`config.mk`:
```
export PLATFORM = sky130hd
export DESIGN_NAME = usart_rx
export DESIGN_NICKNAME = d
export VERILOG_FILES = /design/src/rtl/usart_rx.sv
export SDC_FILE = /design/constraint.sdc
export NUM_CORES = 1
export LEC_CHECK = 0
export CORE_MARGIN = 2
export CORE_UTILIZATION = 24
export DETAILED_ROUTE_END_ITERATION = 16
export GPL_TIMING_DRIVEN = 0
export PLACE_DENSITY = 0.42
export SETUP_SLACK_MARGIN = 0.2
export SLEW_MARGIN = 25
export SYNTH_ARGS = -nofsm -noshare
export SYNTH_HDL_FRONTEND = slang
export SYNTH_SLANG_ARGS = --single-unit
```
`constraint.sdc`:
```
create_clock -name clk_i -period 3.5 [get_ports clk_i]
set_input_delay 0.7 -clock clk_i [delete_from_list [all_inputs] [get_ports clk_i]]
set_output_delay 0.7 -clock clk_i [all_outputs]
set_load 0.005 [all_outputs]
```
`src/rtl/usart_rx.sv`:
```
// usart_rx: 8N1 oversampling serial receiver feeding a first-word-fall-through FIFO.
// Build option: define USART_RX_PARITY_EN for an even-parity (8E1) frame and a parity_error_o flag.
// Ports:
//   clk_i           system clock, all logic on the rising edge
//   reset_i         synchronous active-high reset
//   rx_pin_i        asynchronous serial input, idle high
//   read_i          pop FIFO head this cycle (ignored when empty)
//   clear_errors_i  one-cycle pulse clearing the sticky error flags
//   data_out_o      FIFO head byte, valid while data_ready_o=1
//   data_ready_o    FIFO not empty
//   frame_error_o   sticky: stop bit sampled low
//   overrun_o       sticky: byte received while FIFO full and not being read
//   parity_error_o  sticky: parity mismatch (USART_RX_PARITY_EN only)
module usart_rx #(
    parameter int CLOCK_DIV  = 139,
    parameter int FIFO_DEPTH = 4
) (
    input  logic       clk_i,
    input  logic       reset_i,
    input  logic       rx_pin_i,
    input  logic       read_i,
    input  logic       clear_errors_i,
    output logic [7:0] data_out_o,
    output logic       data_ready_o,
    output logic       frame_error_o,
`ifdef USART_RX_PARITY_EN
    output logic       parity_error_o,
`endif
    output logic       overrun_o
);
    localparam int CW = $clog2(CLOCK_DIV);
    localparam int PW = $clog2(FIFO_DEPTH);
    localparam logic [CW-1:0] HALF_M1 = CW'(CLOCK_DIV / 2 - 1);
    localparam logic [CW-1:0] FULL_M1 = CW'(CLOCK_DIV - 1);
    localparam logic [PW:0]   DEPTH   = (PW+1)'(FIFO_DEPTH);

    typedef enum logic [2:0] {
        IDLE,
        START,
        DATA,
`ifdef USART_RX_PARITY_EN
        PARITY,
`endif
        STOP,
        BRK
    } state_e;

    logic          meta_q, rx_s_q;
    state_e        state_q, state_d;
    logic [CW-1:0] cnt_q, cnt_d;
    logic [2:0]    idx_q, idx_d;
    logic [7:0]    shift_q, shift_d;
    logic          commit, frame_set;
    logic          frame_q, ovr_q;
`ifdef USART_RX_PARITY_EN
    logic          par_bad_q, par_bad_d, par_set, par_q;
`endif

    logic [7:0]    mem_q [FIFO_DEPTH];
    logic [PW-1:0] wr_q, rd_q;
    logic [PW:0]   fill_q;
    logic          pop, full, push, ovr_set;

    always_comb begin
        state_d   = state_q;
        cnt_d     = cnt_q + CW'(1);
        idx_d     = idx_q;
        shift_d   = shift_q;
        commit    = 1'b0;
        frame_set = 1'b0;
`ifdef USART_RX_PARITY_EN
        par_bad_d = par_bad_q;
        par_set   = 1'b0;
`endif
        case (state_q)
            IDLE: begin
                cnt_d = '0;
                if (!rx_s_q) state_d = START;
            end
            // Mid-start-bit check rejects glitches shorter than half a bit.
            START: if (cnt_q == HALF_M1) begin
                cnt_d   = '0;
                idx_d   = '0;
                state_d = rx_s_q ? IDLE : DATA;
`ifdef USART_RX_PARITY_EN
                par_bad_d = 1'b0;
`endif
            end
            // LSB arrives first, so shifting right leaves bit 0 at the bottom after 8 samples.
            DATA: if (cnt_q == FULL_M1) begin
                cnt_d   = '0;
                shift_d = {rx_s_q, shift_q[7:1]};
                idx_d   = idx_q + 3'd1;
                if (idx_q == 3'd7)
`ifdef USART_RX_PARITY_EN
                    state_d = PARITY;
`else
                    state_d = STOP;
`endif
            end
`ifdef USART_RX_PARITY_EN
            PARITY: if (cnt_q == FULL_M1) begin
                cnt_d     = '0;
                par_bad_d = (^shift_q) != rx_s_q;
                par_set   = par_bad_d;
                state_d   = STOP;
            end
`endif
            STOP: if (cnt_q == FULL_M1) begin
                cnt_d     = '0;
                state_d   = rx_s_q ? IDLE : BRK;
                frame_set = !rx_s_q;
`ifdef USART_RX_PARITY_EN
                commit    = rx_s_q && !par_bad_q;
`else
                commit    = rx_s_q;
`endif
            end
            // A line held low reports one frame error, then waits for idle.
            BRK: if (rx_s_q) state_d = IDLE;
            default: state_d = IDLE;
        endcase
    end

    assign pop          = read_i && fill_q != '0;
    assign full         = fill_q == DEPTH;
    // When full, a same-cycle read frees the head slot, so the write still fits.
    assign push         = commit && (!full || pop);
    assign ovr_set      = commit && full && !pop;
    assign data_ready_o = fill_q != '0;
    assign data_out_o   = data_ready_o ? mem_q[rd_q] : 8'h00;
    assign frame_error_o = frame_q;
    assign overrun_o     = ovr_q;
`ifdef USART_RX_PARITY_EN
    assign parity_error_o = par_q;
`endif

    always_ff @(posedge clk_i) begin
        if (reset_i) begin
            meta_q    <= 1'b1;
            rx_s_q    <= 1'b1;
            state_q   <= IDLE;
            cnt_q     <= '0;
            idx_q     <= '0;
            shift_q   <= '0;
            wr_q      <= '0;
            rd_q      <= '0;
            fill_q    <= '0;
            frame_q   <= 1'b0;
            ovr_q     <= 1'b0;
`ifdef USART_RX_PARITY_EN
            par_bad_q <= 1'b0;
            par_q     <= 1'b0;
`endif
        end else begin
            meta_q    <= rx_pin_i;
            rx_s_q    <= meta_q;
            state_q   <= state_d;
            cnt_q     <= cnt_d;
            idx_q     <= idx_d;
            shift_q   <= shift_d;
            wr_q      <= wr_q + PW'(push);
            rd_q      <= rd_q + PW'(pop);
            fill_q    <= fill_q + (PW+1)'(push) - (PW+1)'(pop);
            // A new error event outranks a coincident clear.
            frame_q   <= frame_set || (frame_q && !clear_errors_i);
            ovr_q     <= ovr_set || (ovr_q && !clear_errors_i);
`ifdef USART_RX_PARITY_EN
            par_bad_q <= par_bad_d;
            par_q     <= par_set || (par_q && !clear_errors_i);
`endif
        end
    end

    always_ff @(posedge clk_i) begin
        if (push) mem_q[wr_q] <= shift_q;
    end
endmodule

```
==> results summary, run 1 <==
The flow ran to the end, and the final reports show no timing, DRC or antenna violations. The clock latency on the worst-skew pair came out at 0.32 ns. The smallest hold slack is 0.406 ns. The number of different library cells in the post-synthesis netlist came out at 44. The detailed placement HPWL is 3520 µm.

After synthesis the cells add up to 2780 µm². The relative slew slack came out at 50.2%. The min-delay analysis places its worst path in the category flop to flop.

The biggest area contributor in the post-synthesis netlist is sky130_fd_sc_hd__edfxtp_1. The proportion of power drawn by flip-flops and latches is 38.9%. The reg-to-reg setup timing slack is 0.78 ns. The peak supply drop is 0.273 mV.

The number of cells on the worst hold path is 1. During synthesis, Yosys emitted a total of 0 warnings. The transition time at the pin with the least slew margin is 0.743 ns. The diode insertion count for antenna repair came out at 0. After synthesis, flip-flops and latches occupy 58.3% of the total area. In this run, the combinational gates consume 20.0% of the power. The via count of the first global-routing pass is 1727. The amount of wire on met3 after detailed routing came out at 199 µm.

The synthesized netlist cell count is 220. Derived from the worst setup path, the maximum achievable clock frequency is 0.355 GHz. The total wire length after detailed routing is 5070 µm.

The post-route standard cell area excluding fillers is 3440 µm². The routed wire length on met2 is 2490 µm. Of all nets on the critical path, the largest fanout is 8. Of the available clock period, the critical path in the final layout requires 80.4%. The clock net in this run drives a total of 65 sinks. Setup violations remaining at the end of the flow were counted as 0.

The fill cell total of the finished layout is 1147. The area enclosed by the die boundary came out at 12500 µm². Net switching is 25.4% of the power. Before antenna repair, the detailed router went through 4 iterations. The count of final hold-check violations is 0.

The instance area after placement came out at 3140 µm². The H-tree was split into 3 levels. The proportion of register bits with asynchronous set or reset after synthesis came out at 0%.

The number of nets in the synthesized netlist came out at 235. The number of clock buffers added by TritonCTS is 9. The remaining global-route overflow is 0. The logic depth of the worst register-to-register path came out at 14. The critical path required time is 2.80 ns. Averaged over all synthesized cells, the footprint is 12.6 µm². Data arrives at the worst endpoint at 2.11 ns. The switching power is 556 µW. Buffers added to address setup during post-CTS repair amount to 0. The top cell type's share of synthesized area is 34.5%. The per-cell routed wire length came out at 12.8 µm. The kind of end point of the critical path is an output pin. The final antenna-violating net count came out at 0. For this configuration, the core starts out at a cell density of 24.5%. The quantity of gates resized following cts came out at 0. The width of the die came out at 112 µm.

The most used flip-flop cell after synthesis is sky130_fd_sc_hd__dfxtp_1. The vias per cell came out at 4.33. In the layout the commonest cells are sky130_fd_sc_hd__dfxtp_1, sky130_fd_sc_hd__edfxtp_1, sky130_fd_sc_hd__nand2_1, sky130_fd_sc_hd__nor2_1, sky130_fd_sc_hd__clkdlybuf4s50_1. The die height came out at 112 µm.

The clock transition at the registers of the reported paths is 0.06 ns. The net total in the final layout is 262. The first global-routing pass estimated 8830 µm of wire.

In this run the top signal layer used is met4. The count of port buffers added during placement is 14. The max-slew violation count was 0. The worst path needs 2.81 ns of the cycle, external delays included. The cell-internal power came out at 1.63 mW. The post-route setup TNS is 0 ns.

The number of top-level design ports is 16. Sorting the synthesized cells by area gives the leading types as sky130_fd_sc_hd__edfxtp_1, sky130_fd_sc_hd__dfxtp_1, sky130_fd_sc_hd__mux4_2. The final setup skew came out at 0.00659 ns. The fraction of layout cells with a size suffix above 1 came out at 17.1%.

The power density over the cells is 635 nW/µm². The max-cap check violation count is 0. The wire length on met1 is 2310 µm. The core region is 11400 µm². The maximum buffer depth of the clock tree came out at 2.

The number of register bits inferred by synthesis came out at 65. The largest net degree at the start of global routing came out at 14. Clock tree synthesis selected as its root buffer the cell sky130_fd_sc_hd__clkbuf_16.

The end-of-flow core utilization is 30.3%. The number of placement rows came out at 39. The critical path in this run is classified as flop to output pin. In the routed design, unresolved DRC markers number 0.

The startpoint kind of the worst setup timing path is a flop. Counting flops with a built-in enable in the synthesized netlist gives 32. The standby leakage power came out at 1.18 nW. The clock power share came out at 41.0%. The starting DRC count in detailed routing came out at 34. The congestion estimate from routability-driven global placement came to 0.678. The most frequent standard cell in the layout excluding fill and tap cells is sky130_fd_sc_hd__dfxtp_1. Setup repair after global routing left no endpoint under its margin. The overall via count from detail_route is 1712.

TritonCTS built the clock tree. The number of antenna violations at the first check in global routing was 0. Relative to the synthesized area, the layout overhead comes to 23.7%. The cts-stage hold buffer count is 0. The overall global routing resource usage is 8.99%.
==> synth_stat cells, drive strengths merged (2+ instances only) <==
cell type / number
dfxtp: 33
edfxtp: 32
nand2: 15
nor2: 14
a21oi: 13
nor2b: 13
ha: 9
inv: 9
mux4: 8
nand3: 7
nand4: 6
xnor2: 6
clkbuf: 5
xor2: 5
and3: 4
buf: 3
nand2b: 3
nor3b: 3
o21ai: 3
a21boi: 2
and2: 2
nor3: 2
nor4b: 2
o311ai: 2
or2: 2
==> logic make-up after synthesis <==
family	synth area share, %
compound gates	7.51
xor+xnor	3.46
fa+ha+maj	4.77
buf+inv	2.52
flops	58.3
mux	6.84
simple gates	16.6
==> power by group through the flow <==
stage	clock [mW]	combinational [mW]	sequential, mW
2_1_floorplan	0	0.280	0.857
3_3_place_gp	0	0.448	0.865
6_report	0.897	0.438	0.850
3_5_place_dp	0	0.450	0.867
4_1_cts	0.922	0.452	0.850
5_1_grt	0.952	0.499	0.856
==> metal layers <==
metal  track usage [%]  vias up
li1                  -      854
met1              10.8      829
met2              14.9       23
met3              3.32        6
met4              2.96        0
met5                 0        -
==> worst max-delay path, cell delays in order, from the launching register on <==
cell,delay [ns]
sky130_fd_sc_hd__dfxtp_1,0.32
sky130_fd_sc_hd__buf_2,0.30
sky130_fd_sc_hd__mux4_2,0.56
sky130_fd_sc_hd__nor2b_1,0.14
sky130_fd_sc_hd__clkdlybuf4s50_1,0.46
==> sequential cells by signal, indices dropped and copies added, names as in the netlist, 2 cells and up <==
signal	flops
mem_q	32
cnt_q	8
rd_q	2
shift_q	8
fill_q	3
state_q	3
wr_q	2
idx_q	3
==> path summary, 6_finish.rpt <==
path,start,endpoint
worst max-delay path,rd_q[0]$_SDFF_PP0_,data_out_o[7]
worst min register to register,meta_q$_SDFF_PP1_,rx_s_q$_SDFF_PP1_
worst max register to register,cnt_q[0]$_SDFF_PP0_,fill_q[2]$_SDFF_PP0_
worst min-delay path,meta_q$_SDFF_PP1_,rx_s_q$_SDFF_PP1_
==> layout make-up <==
type	instances	area [µm²]	share of cell area (%)
Multi-Input combinational cell	138	1110	32.3
Clock inverter	7	78.8	2.29
Sequential cell	65	1620	47.1
Timing Repair Buffer	16	155	4.51
Tap cell	143	179	5.20
Clock buffer	9	225	6.55
Buffer	8	36.3	1.05
Inverter	9	33.8	0.982
==> stage by stage <==
step                      total power, mW  instances  setup slack, ns
after CTS                            2.22        395            0.620
final                                2.18        395            0.687
after floorplan                      1.14        220             1.06
after detailed placement             1.32        379            0.323
after global routing                 2.31        395            0.487
after global placement               1.31        377            0.339
No activity file was read; power rests on OpenSTA's default activity.
==> inputs of run 2 (changes only) <==
PLACE_DENSITY = 0.43   (was 0.42)
clock period = 2.4 ns   (was 3.5 ns; I/O delays follow)
==> results summary, run 2 (synthesis results as in run 1) <==
The run finished with clean final reports. The placer's final routability congestion estimate is 0.724 (+6.8%). The relative slew slack is 65.6% (+15 points).

The shortest period the worst path allows is 2.27 ns. The worst endpoint data arrival time was 2.49 ns (+0.38 ns). The number of antenna violations at the first check in global routing is 0 (unchanged). The fraction of layout cells with a size suffix above 1 is 35.1% (+18 points). The total of endpoints with negative setup slack in the final report came to 0 (unchanged). The cts-stage hold buffer count came out at 0 (unchanged). The flip-flop count of the largest register after layout is 32 (unchanged).

The net total in the final layout is 286 (+9.2%). The maximum buffer depth of the clock tree is 2 (unchanged). The diode insertion count for antenna repair is 0 (unchanged). The area added between synthesis and finish is 36.8%. The smallest hold slack is 0.410 ns (+0.00451 ns). Setup repair after global routing could not meet its margin everywhere.

The stage delay of the slowest cell on the critical path came out at 0.33 ns (-0.23 ns). The detailed placement HPWL is 3490 µm (-1.1%). The post-route setup TNS is 0 ns (unchanged). The worst setup path is of the flop to flop kind.

The standby leakage power is 1.38 nW (+18%). The fill cell total of the finished layout came out at 1170 (+2.0%). The final setup skew was 0.00508 ns (-0.00151 ns). The number of placement rows came out at 39 (unchanged). Walking the worst path, the cells encountered are inv_2 -> buf_4 -> buf_6 -> buf_6 -> buf_6 -> buf_6 -> buf_4 -> buf_6 -> buf_6 -> buf_6 -> buf_6 -> buf_6 -> ha_4 -> a31oi_4 -> o311ai_1 -> o41ai_1. The starting DRC count in detailed routing was 58 (+71%). The number of top-level design ports came out at 16 (unchanged). The kind of end point of the critical path is a flop.

The critical path required time is 2.62 ns (-0.18 ns). The floorplan core area is 11400 µm² (unchanged). The remaining global-route overflow came out at 0 (unchanged).

The CTS tree is yes. The area enclosed by the die boundary is 12500 µm² (unchanged). The count of H-tree levels built during CTS is 3 (unchanged). Timing would allow up to 0.440 GHz. The starting density of the core is 24.5% (unchanged).

In the layout the commonest cells are sky130_fd_sc_hd__edfxtp_1, sky130_fd_sc_hd__dfxtp_1, sky130_fd_sc_hd__buf_6, sky130_fd_sc_hd__nand2_1, sky130_fd_sc_hd__nor2_1. The logic depth of the worst path, buffers included is 16 (+12). The largest net degree at the start of global routing came out at 14 (unchanged). In this design, the critical path's most frequently occurring cell is sky130_fd_sc_hd__buf_6. The portion of the clock cycle consumed by the worst path in the final layout is 94.7%. The clock latency on the worst-skew pair is 0.32 ns (about the same).

Leaving out fill and tap cells, the most frequent cell in the layout is sky130_fd_sc_hd__edfxtp_1. The number of cells on the worst hold path came out at 1 (unchanged). The max-slew violation count is 0 (unchanged). The width of the die came out at 112 µm (unchanged).

The final antenna-violating net count is 0 (unchanged). The logic depth of the worst register-to-register path came to 16 (+2). The end-of-flow core utilization was 33.5% (+3.2 points). The largest registers in the layout are mem_q: 32 flops, cnt_q: 8 flops, shift_q: 8 flops.

The overall via count from detail_route came out at 1805 (+5.4%). The count of port buffers added during placement is 14 (unchanged). The count of final hold-check violations is 0 (unchanged). The transition time at the pin with the least slew margin is 0.515 ns (-0.228 ns). The critical path buffer and inverter count was 12 (+10). The buffer type at the clock tree root is sky130_fd_sc_hd__clkbuf_16. The total wire length after detailed routing came out at 5520 µm (+8.8%).

The peak fanout along the critical path was 3 (-5). The clock transition at the registers of the reported paths came out at 0.06 ns (about the same). The power density over the cells was 916 nW/µm² (+44%). The worst-path cell with the longest stage delay is sky130_fd_sc_hd__dfxtp_2. The dominant delay contributor by cell family on the critical path is buffers and inverters. The startpoint kind of the worst setup timing path is a flop.

The remaining design rule violation count is 0 (unchanged). More flip-flops sit in one register than any other, and that register is mem_q. The peak supply drop was 0.620 mV (+130%). The die height is 112 µm (unchanged). The total number of clock tree sinks came out at 65 (unchanged).

The via count of the first global-routing pass came to 1812 (+4.9%). The CTS buffer count is 9 (unchanged). The min-delay analysis places its worst path in the category flop to flop. The max-cap check violation count was 0 (unchanged). The number of detailed-route iterations in the first pass is 4 (unchanged). The wire length of the first global-routing pass is 9310 µm (+5.5%). The overall global routing resource usage came to 9.62% (+0.64 points).

The vias per cell is 4.31 (-0.61%). The per-cell routed wire length was 13.2 µm (+2.6%).
-- run 2: cell types whose count changed in the layout (fill, tap and decap cells not counted), moves of 3 or more --
cell,before,now
sky130_fd_sc_hd__buf_2,2,5
sky130_fd_sc_hd__buf_4,3,13
sky130_fd_sc_hd__buf_6,0,15
sky130_fd_sc_hd__clkbuf_2,0,3
sky130_fd_sc_hd__clkdlybuf4s50_1,14,5
sky130_fd_sc_hd__dfxtp_1,33,28
sky130_fd_sc_hd__dfxtp_2,0,4
sky130_fd_sc_hd__ha_1,9,5
sky130_fd_sc_hd__ha_4,0,4
sky130_fd_sc_hd__inv_1,9,6
sky130_fd_sc_hd__inv_2,0,3
-- run 2: final timing paths --
| kind | start | end | slack (ns) |
|---|---|---|---|
| max | cnt_q[0]$_SDFF_PP0_ | state_q[2]$_SDFFE_PP0P_ | 0.13 |
| max reg2reg | cnt_q[0]$_SDFF_PP0_ | state_q[2]$_SDFFE_PP0P_ | 0.13 |
| min reg2reg | meta_q$_SDFF_PP1_ | rx_s_q$_SDFF_PP1_ | 0.41 |
| min | meta_q$_SDFF_PP1_ | rx_s_q$_SDFF_PP1_ | 0.41 |
-- run 2: worst register-to-register path, stage by stage (launching register included) --
cell                       delay (ns)
sky130_fd_sc_hd__dfxtp_2         0.33
sky130_fd_sc_hd__inv_2           0.05
sky130_fd_sc_hd__buf_4           0.13
sky130_fd_sc_hd__buf_6           0.10
sky130_fd_sc_hd__buf_6           0.10
sky130_fd_sc_hd__buf_6           0.10
sky130_fd_sc_hd__buf_6           0.10
sky130_fd_sc_hd__buf_4           0.12
sky130_fd_sc_hd__buf_6           0.10
sky130_fd_sc_hd__buf_6           0.10
sky130_fd_sc_hd__buf_6           0.10
sky130_fd_sc_hd__buf_6           0.10
sky130_fd_sc_hd__buf_6           0.10
sky130_fd_sc_hd__ha_4            0.16
sky130_fd_sc_hd__a31oi_4         0.24
sky130_fd_sc_hd__o311ai_1        0.14
sky130_fd_sc_hd__o41ai_1         0.07
-- run 2: layout make-up --
type	count	area (µm²)	area share (%)
inverter	9	33.8	0.888
multi-input combinational	138	1240	32.5
sequential	65	1630	42.9
timing repair buffer	40	363	9.54
clock buffer	9	225	5.92
buffer	8	56.3	1.48
tap	143	179	4.70
clock inverter	7	78.8	2.07
-- run 2: timing repair --
item,4_1_cts,5_1_grt
pin swaps,7,13
endpoints found under the setup margin,19,27
resized for setup,50,21
endpoints found under the hold margin,0,0
setup buffers,21,3
-- run 2: metal layers --
| layer | GRT usage, % | vias to the layer above | routed length [µm] |
|---|---|---|---|
| met1 | 11.8 | 867 | 2450 |
| met5 | 0 | - | 0 |
| met3 | 3.54 | 5 | 192 |
| met4 | 2.72 | 0 | 34 |
| li1 | - | 912 | - |
| met2 | 16.0 | 21 | 2840 |
-- run 2: through the flow --
step                area (µm²)  setup WS (ns)  cells  power [mW]
floorplan                 2830          0.139    220        1.69
finish                    3800          0.127    419        3.49
global placement          3150         -0.456    377        1.95
CTS                       3720          0.154    416        3.49
global route              3800         0.0302    419        3.68
detailed placement        3180         -0.498    379        1.95
-- run 2: power breakdown --
| part | switching (mW) | internal, mW | leakage, nW |
|---|---|---|---|
| sequential | 0.0667 | 1.20 | 0.566 |
| clock | 0.495 | 0.814 | 0.150 |
| combinational | 0.352 | 0.560 | 0.665 |
| total | 0.914 | 2.57 | 1.38 |
